$ cat src/rtl/instr_encoder_if.sv
// Request/response bundle for the RV32I instruction encoder.
// The master issues encode requests and consumes the encoded word stream.
interface instr_encoder_if;
    logic        in_valid;
    logic        in_ready;
    logic [2:0]  fmt;
    logic [6:0]  opcode;
    logic [4:0]  rd;
    logic [4:0]  rs1;
    logic [4:0]  rs2;
    logic [2:0]  funct3;
    logic [6:0]  funct7;
    logic [31:0] imm;
    logic        out_valid;
    logic        out_ready;
    logic [31:0] out_instr;
    logic        out_last;
    logic        out_err;

    modport master (
        output in_valid, fmt, opcode, rd, rs1, rs2, funct3, funct7, imm, out_ready,
        input  in_ready, out_valid, out_instr, out_last, out_err
    );

    modport slave (
        input  in_valid, fmt, opcode, rd, rs1, rs2, funct3, funct7, imm, out_ready,
        output in_ready, out_valid, out_instr, out_last, out_err
    );
endinterface

$ cat src/rtl/instr_encoder.sv
// Packs register fields and an immediate into RV32I words; expands LI into LUI/ADDI.
// States: S_IDLE | accept requests, output register holds at most one word
//         S_LI_ADDI | LUI of an LI pair is presented, ADDI queued behind it
module instr_encoder (
    input  logic                  clk,
    input  logic                  rst_n,
    instr_encoder_if.slave        bus
);

    localparam logic [2:0] FMT_R  = 3'd0;
    localparam logic [2:0] FMT_I  = 3'd1;
    localparam logic [2:0] FMT_S  = 3'd2;
    localparam logic [2:0] FMT_B  = 3'd3;
    localparam logic [2:0] FMT_U  = 3'd4;
    localparam logic [2:0] FMT_J  = 3'd5;
    localparam logic [2:0] FMT_LI = 3'd6;

    localparam logic [6:0]  OP_LUI = 7'b0110111;
    localparam logic [6:0]  OP_IMM = 7'b0010011;
    localparam logic [31:0] NOP    = 32'h0000_0013;

    typedef enum logic {
        S_IDLE,
        S_LI_ADDI
    } state_t;

    state_t      r_state;
    state_t      w_state_nxt;

    logic        r_out_valid;
    logic [31:0] r_out_instr;
    logic        r_out_last;
    logic        r_out_err;
    logic [4:0]  r_pend_rd;
    logic [11:0] r_pend_lo;

    logic        w_valid_nxt;
    logic [31:0] w_instr_nxt;
    logic        w_last_nxt;
    logic        w_err_nxt;
    logic        w_pend_ld;

    logic        w_in_ready;
    logic        w_accept;
    logic        w_out_hs;

    logic [11:0] w_lo;
    logic [19:0] w_hi;
    logic        w_fits12;
    logic        w_fits13;
    logic        w_fits21;

    logic [31:0] w_enc_word;
    logic        w_enc_err;
    logic        w_enc_pair;

    assign w_in_ready = (r_state == S_IDLE) && (!r_out_valid || bus.out_ready);
    assign w_accept   = bus.in_valid && w_in_ready;
    assign w_out_hs   = r_out_valid && bus.out_ready;

    // Adding 0x800 before taking the upper bits only carries into bit 12 when imm[11] is set.
    assign w_lo     = bus.imm[11:0];
    assign w_hi     = bus.imm[31:12] + {19'd0, bus.imm[11]};
    assign w_fits12 = (&bus.imm[31:11]) || !(|bus.imm[31:11]);
    assign w_fits13 = (&bus.imm[31:12]) || !(|bus.imm[31:12]);
    assign w_fits21 = (&bus.imm[31:20]) || !(|bus.imm[31:20]);

    always_comb begin
        w_enc_word = NOP;
        w_enc_err  = 1'b0;
        w_enc_pair = 1'b0;
        case (bus.fmt)
            FMT_R: begin
                w_enc_word = {bus.funct7, bus.rs2, bus.rs1, bus.funct3, bus.rd, bus.opcode};
            end
            FMT_I: begin
                w_enc_word = {bus.imm[11:0], bus.rs1, bus.funct3, bus.rd, bus.opcode};
                w_enc_err  = !w_fits12;
            end
            FMT_S: begin
                w_enc_word = {bus.imm[11:5], bus.rs2, bus.rs1, bus.funct3,
                              bus.imm[4:0], bus.opcode};
                w_enc_err  = !w_fits12;
            end
            FMT_B: begin
                w_enc_word = {bus.imm[12], bus.imm[10:5], bus.rs2, bus.rs1, bus.funct3,
                              bus.imm[4:1], bus.imm[11], bus.opcode};
                w_enc_err  = !w_fits13 || bus.imm[0];
            end
            FMT_U: begin
                w_enc_word = {bus.imm[31:12], bus.rd, bus.opcode};
                w_enc_err  = |bus.imm[11:0];
            end
            FMT_J: begin
                w_enc_word = {bus.imm[20], bus.imm[10:1], bus.imm[11], bus.imm[19:12],
                              bus.rd, bus.opcode};
                w_enc_err  = !w_fits21 || bus.imm[0];
            end
            FMT_LI: begin
                if (w_fits12) begin
                    w_enc_word = {w_lo, 5'd0, 3'b000, bus.rd, OP_IMM};
                end else if (w_lo == 12'd0) begin
                    w_enc_word = {w_hi, bus.rd, OP_LUI};
                end else begin
                    w_enc_word = {w_hi, bus.rd, OP_LUI};
                    w_enc_pair = 1'b1;
                end
            end
            default: begin
                w_enc_word = NOP;
                w_enc_err  = 1'b1;
            end
        endcase
    end

    always_comb begin
        w_state_nxt = r_state;
        w_valid_nxt = r_out_valid;
        w_instr_nxt = r_out_instr;
        w_last_nxt  = r_out_last;
        w_err_nxt   = r_out_err;
        w_pend_ld   = 1'b0;
        case (r_state)
            S_IDLE: begin
                if (w_accept) begin
                    w_valid_nxt = 1'b1;
                    w_instr_nxt = w_enc_word;
                    w_last_nxt  = !w_enc_pair;
                    w_err_nxt   = w_enc_err;
                    if (w_enc_pair) begin
                        w_pend_ld   = 1'b1;
                        w_state_nxt = S_LI_ADDI;
                    end
                end else if (w_out_hs) begin
                    w_valid_nxt = 1'b0;
                end
            end
            S_LI_ADDI: begin
                if (w_out_hs) begin
                    w_valid_nxt = 1'b1;
                    w_instr_nxt = {r_pend_lo, r_pend_rd, 3'b000, r_pend_rd, OP_IMM};
                    w_last_nxt  = 1'b1;
                    w_err_nxt   = 1'b0;
                    w_state_nxt = S_IDLE;
                end
            end
            default: begin
                w_state_nxt = S_IDLE;
            end
        endcase
    end

    always_ff @(posedge clk or negedge rst_n) begin
        if (!rst_n) begin
            r_state <= S_IDLE;
        end else begin
            r_state <= w_state_nxt;
        end
    end

    always_ff @(posedge clk or negedge rst_n) begin
        if (!rst_n) begin
            r_out_valid <= 1'b0;
            r_out_instr <= 32'd0;
            r_out_last  <= 1'b0;
            r_out_err   <= 1'b0;
            r_pend_rd   <= 5'd0;
            r_pend_lo   <= 12'd0;
        end else begin
            r_out_valid <= w_valid_nxt;
            r_out_instr <= w_instr_nxt;
            r_out_last  <= w_last_nxt;
            r_out_err   <= w_err_nxt;
            if (w_pend_ld) begin
                r_pend_rd <= bus.rd;
                r_pend_lo <= w_lo;
            end
        end
    end

    assign bus.in_ready  = w_in_ready;
    assign bus.out_valid = r_out_valid;
    assign bus.out_instr = r_out_instr;
    assign bus.out_last  = r_out_last;
    assign bus.out_err   = r_out_err;

endmodule

$ cat src/flat_wrapper.sv
// flat-port wrapper written by rule: the top's interface ports become plain ports
module instr_encoder_flat 
  (clk, rst_n, bus_in_valid, bus_fmt, bus_opcode, bus_rd, bus_rs1, bus_rs2, bus_funct3, bus_funct7, bus_imm, bus_out_ready, bus_in_ready, bus_out_valid, bus_out_instr, bus_out_last, bus_out_err);
  instr_encoder_if bus_i ();
  input  logic clk;
  input  logic rst_n;
  input wire logic [$bits(bus_i.in_valid)-1:0] bus_in_valid;
  input wire logic [$bits(bus_i.fmt)-1:0] bus_fmt;
  input wire logic [$bits(bus_i.opcode)-1:0] bus_opcode;
  input wire logic [$bits(bus_i.rd)-1:0] bus_rd;
  input wire logic [$bits(bus_i.rs1)-1:0] bus_rs1;
  input wire logic [$bits(bus_i.rs2)-1:0] bus_rs2;
  input wire logic [$bits(bus_i.funct3)-1:0] bus_funct3;
  input wire logic [$bits(bus_i.funct7)-1:0] bus_funct7;
  input wire logic [$bits(bus_i.imm)-1:0] bus_imm;
  input wire logic [$bits(bus_i.out_ready)-1:0] bus_out_ready;
  output wire logic [$bits(bus_i.in_ready)-1:0] bus_in_ready;
  output wire logic [$bits(bus_i.out_valid)-1:0] bus_out_valid;
  output wire logic [$bits(bus_i.out_instr)-1:0] bus_out_instr;
  output wire logic [$bits(bus_i.out_last)-1:0] bus_out_last;
  output wire logic [$bits(bus_i.out_err)-1:0] bus_out_err;
  assign bus_i.in_valid = bus_in_valid;
  assign bus_i.fmt = bus_fmt;
  assign bus_i.opcode = bus_opcode;
  assign bus_i.rd = bus_rd;
  assign bus_i.rs1 = bus_rs1;
  assign bus_i.rs2 = bus_rs2;
  assign bus_i.funct3 = bus_funct3;
  assign bus_i.funct7 = bus_funct7;
  assign bus_i.imm = bus_imm;
  assign bus_i.out_ready = bus_out_ready;
  assign bus_in_ready = bus_i.in_ready;
  assign bus_out_valid = bus_i.out_valid;
  assign bus_out_instr = bus_i.out_instr;
  assign bus_out_last = bus_i.out_last;
  assign bus_out_err = bus_i.out_err;
  instr_encoder u_core (.clk(clk), .rst_n(rst_n), .bus(bus_i));
endmodule
$ cat config.mk
export PLATFORM = sky130hd
export DESIGN_NAME = instr_encoder_flat
export DESIGN_NICKNAME = d
export VERILOG_FILES = /design/src/rtl/instr_encoder_if.sv /design/src/rtl/instr_encoder.sv /design/src/flat_wrapper.sv
export SDC_FILE = /design/constraint.sdc
export NUM_CORES = 1
export LEC_CHECK = 0
export CORE_AREA = 4 4 113 104
export CTS_BUF_LIST = sky130_fd_sc_hd__clkbuf_4 sky130_fd_sc_hd__clkbuf_8 sky130_fd_sc_hd__clkbuf_16
export DETAILED_ROUTE_END_ITERATION = 7
export DIE_AREA = 0 0 117 108
export SETUP_SLACK_MARGIN = 0.15
export SLEW_MARGIN = 10
export SYNTH_ARGS = -nofsm -noshare
export SYNTH_HDL_FRONTEND = slang
export SYNTH_SLANG_ARGS = --single-unit
$ cat constraint.sdc
create_clock -name clk -period 1.7 [get_ports clk]
set_input_delay 0.51 -clock clk [delete_from_list [all_inputs] [get_ports clk]]
set_output_delay 0.51 -clock clk [all_outputs]
set_load 0.02 [all_outputs]
==> flow_metrics.tcl <==
set metrics [dict create \
    die-area_um2 12600 \
    io_pins 107 \
    syn_area_per_cell_um2 9.12 \
    min_period_ns 1.94 \
    worstSetupPathType "primary input to register" \
    critPathTopFamily "simple AND/OR/NAND/NOR gates" \
    grt_pass1_vias 4316 \
    firstDrtPassIters 6 \
    grt_util_met1_pct 33.3 \
    n_antenna_cell 0 \
    startpoint_type "primary input" \
    power.leakage_uw 0.00305 \
    grt_first_pass_wirelength_um 23400 \
    tightest_slew_ns 0.452 \
    setup_viol 38 \
    critPathBufInv 2 \
    cp_data_required_time_ns 1.88 \
    max_stage_delay_ns 0.30 \
    fin_ws_ns -0.245 \
    cts_hold_buf 0 \
    grt-ovfl-total 0 \
    critPathCaptureType "register" \
    status "complete, but fails checks" \
    grt_max_degree 23 \
    cts_tree "yes" \
    path_clk_slew_ns 0.07 \
    wl_per_cell_um 20.3 \
    numCtsBuffers 5 \
    num_vias 4412 \
    hold_class "primary input to asynchronous set/reset pin" \
    power_density_nw_per_um2 785 \
    path_cells "buf_8 > and3_4 > and4_4 > a2bb2o_4 > nor2_4 > and3_4 > clkbuf_16 > mux2_4" \
    h-tree-depth 2 \
    fmax_mhz 514 \
    ys_ff_latch 53 \
    fp.dieW_um 117 \
    drv_cap 0 \
    cp.arrival_ns 2.13 \
    hold_viol_final 0 \
    critPathSlowestCell "and3_4" \
    relSlewSlack_pct 69.9 \
    rows 36 \
    nFillCells 827 \
    syn_to_final_growth_pct 87.9 \
    use_met2_pct 38.3 \
    finalWirelength_um 15700 \
    final_antenna_net_count 0 \
    ys_seq_area_share_pct 36.4 \
    final_cells 775 \
    yosysWarningCount 0 \
    routabilityCongestion 0.928 \
    syn-instance-count 399 \
    ys.flop_type "dfrtp_1" \
    violations "setup timing" \
    synth.distinct_cells 58 \
    synth_edf_count 0 \
    finish.utilization_pct 64.3 \
    antenna_found_initial 0 \
    synthArstFlopShare_pct 100 \
    hpwl_um 11200 \
    max-vdd-ir-drop_uv 537 \
    grt_most_used_layer "met2" \
    track_usage_pct 23.9 \
    core_um2 10600 \
    die_h_um 108 \
    cts_num_sinks 53 \
    drc 0 \
    drtIter0Drc 425 \
    slew_viol_final 0 \
    cts-root-buf "clkbuf_16" \
    drive_above_1_share_pct 48.3 \
    dp_cells 722 \
    clock_path_buffers 2 \
    layout.nets 715 \
    clk_latency_ns 0.30 \
    initial_core_util_pct 34.2 \
    worst_path_most_repeated_cell "and3_4" \
    routed_via_density 5.69 \
    path_max_fanout 5 \
    finalClockSkew_ns 0.00653 \
    io_buffers 106 \
    syn-num-nets 473 \
    syn_area_um2 3640 \
    power_uw 5370 \
    rsz0062_at_grt "yes" \
    fin_crit_sh_pct 114 \
    met3_usage_pct 3.30 \
]
[Yosys cell counts, drive strengths merged, types with 2 or more instances]
library cell | number | share of area, %
dfrtp | 53 | 36
nor2 | 38 | 4.1
nand2 | 32 | 3.3
a21oi | 23 | 3.2
o21ai | 22 | 3.0
mux2 | 20 | 7.0
a22oi | 16 | 3.3
clkbuf | 15 | 1.5
buf | 14 | 2.7
inv | 12 | 1.2
nand3 | 11 | 1.7
nor4 | 11 | 2.5
xor2 | 11 | 2.6
a221oi | 10 | 2.4
nor3 | 9 | 1.5
o22ai | 9 | 1.5
and3 | 8 | 1.4
a21o | 7 | 1.4
mux2i | 7 | 1.9
nand4 | 7 | 1.8
xnor2 | 6 | 1.4
a211oi | 5 | 1.0
a221o | 5 | 1.4
a22o | 5 | 1.2
a31oi | 4 | 0.69
and2 | 4 | 0.69
nor2b | 4 | 0.69
o221ai | 4 | 0.96
a222oi | 3 | 0.83
ha | 3 | 1.0
o22a | 3 | 0.72
o31ai | 3 | 0.62
and4 | 2 | 0.55
o221a | 2 | 0.62
[cell usage in the layout, fill, tap and decap left out, types with 7 or more instances in the layout]
cell,netlist,routed
nor2_1,37,28
buf_6,5,36
a21oi_2,0,9
inv_1,12,7
o22ai_1,9,7
clkdlybuf4s50_1,0,33
buf_2,5,10
nand2_1,32,26
a21oi_1,23,13
mux2_4,8,17
buf_8,0,7
o21ai_1,0,7
dlygate4sd2_1,0,36
buf_4,1,121
o21ai_0,22,12
dfrtp_1,53,52
a22oi_1,16,16
xor2_1,11,9
clkbuf_16,0,7
buf_12,0,7
[timing repair]
action / in CTS / in global routing
setup buffers: 16 / 26
hold endpoints to repair: 0 / 0
setup endpoints to repair: 88 / 53
gates cloned: 1 / 2
gates resized for setup: 231 / 104
pin swaps: 32 / 50
[where the power goes]
group          internal (uW)  leakage [uW]  switching (uW)
Combinational           1130       0.00231            1110
Sequential              1580      0.000642             228
Clock                    842     0.0000938             484
[metal layers]
| metal | routed length [um] | part of all wire (%) | vias up |
|---|---|---|---|
| li1 | - | - | 2003 |
| met1 | 6670 | 42 | 2158 |
| met2 | 7600 | 48 | 216 |
| met3 | 1070 | 6.8 | 33 |
| met4 | 359 | 2.3 | 2 |
| met5 | 40 | 0.25 | - |
[state kept, by name, indices dropped and copies added (netlist names)]
| register | count |
|---|---|
| u_core.bus.out_last | 1 |
| u_core.r_pend_rd | 5 |
| u_core.r_state | 1 |
| u_core.bus.out_valid | 1 |
| u_core.bus.out_instr | 32 |
| u_core.bus.out_err | 1 |
| u_core.r_pend_lo | 12 |
[worst paths after layout]
| check | to | slack, ns | depth (start not counted) | start |
|---|---|---|---|---|
| min in group clk | u_core.bus.out_instr[11] | 0.48 | 2 | u_core.bus.out_instr[11] |
| worst min-delay path | u_core.bus.out_instr[9] | 0.13 | 1 | rst_n |
| max in group asynchronous | u_core.bus.out_instr[25] | 1.11 | 2 | rst_n |
| worst max-delay path | u_core.r_pend_lo[4] | -0.24 | 8 | bus_imm[28] |
| worst min register to register | u_core.bus.out_instr[11] | 0.48 | 2 | u_core.bus.out_instr[11] |
| worst max register to register | u_core.r_pend_lo[4] | 0.02 | 7 | u_core.bus.out_valid |
[final cells by class]
| class | instances | area [um^2] | share of cell area [%] |
|---|---|---|---|
| multi-input cells | 305 | 2680 | 39.2 |
| repair buffers | 264 | 2430 | 35.5 |
| flip-flops and latches | 53 | 1330 | 19.4 |
| well taps | 133 | 166 | 2.43 |
| clock buffers | 5 | 125 | 1.83 |
| clock inverters | 3 | 65.1 | 0.951 |
| inverters | 12 | 45.0 | 0.658 |
[worst register-to-register path, stage by stage, from the launching register on]
cell       delay (ns)
dfrtp_2          0.41
inv_2            0.07
buf_6            0.09
nor2_4           0.03
nor2_2           0.18
and3_4           0.32
clkbuf_16        0.18
mux2_4           0.29
[metrics by stage]
step | hold WS, ns | area, um^2 | setup WS, ns | TNS (ns)
floorplan | 0.214 | 3800 | -0.523 | -13.41
global placement | 0.447 | 5710 | -1.00 | -40.86
detailed placement | 0.452 | 5710 | -1.00 | -42.01
CTS | 0.140 | 6210 | -0.284 | -5.74
global route | 0.156 | 6840 | -0.344 | -8.33
finish | 0.133 | 6840 | -0.245 | -6.41
[cells by family after synthesis]
group	after synthesis	synth area share, %
AO/OA/AOI/OAI	128	24.9
XOR/XNOR	17	4.09
adder cells (fa/ha/maj)	3	1.03
buffers and inverters	41	5.53
flip-flops	53	36.4
multiplexers	27	8.94
AND/OR/NAND/NOR	130	19.1
Note: power is estimated with default switching activity, not from simulation.
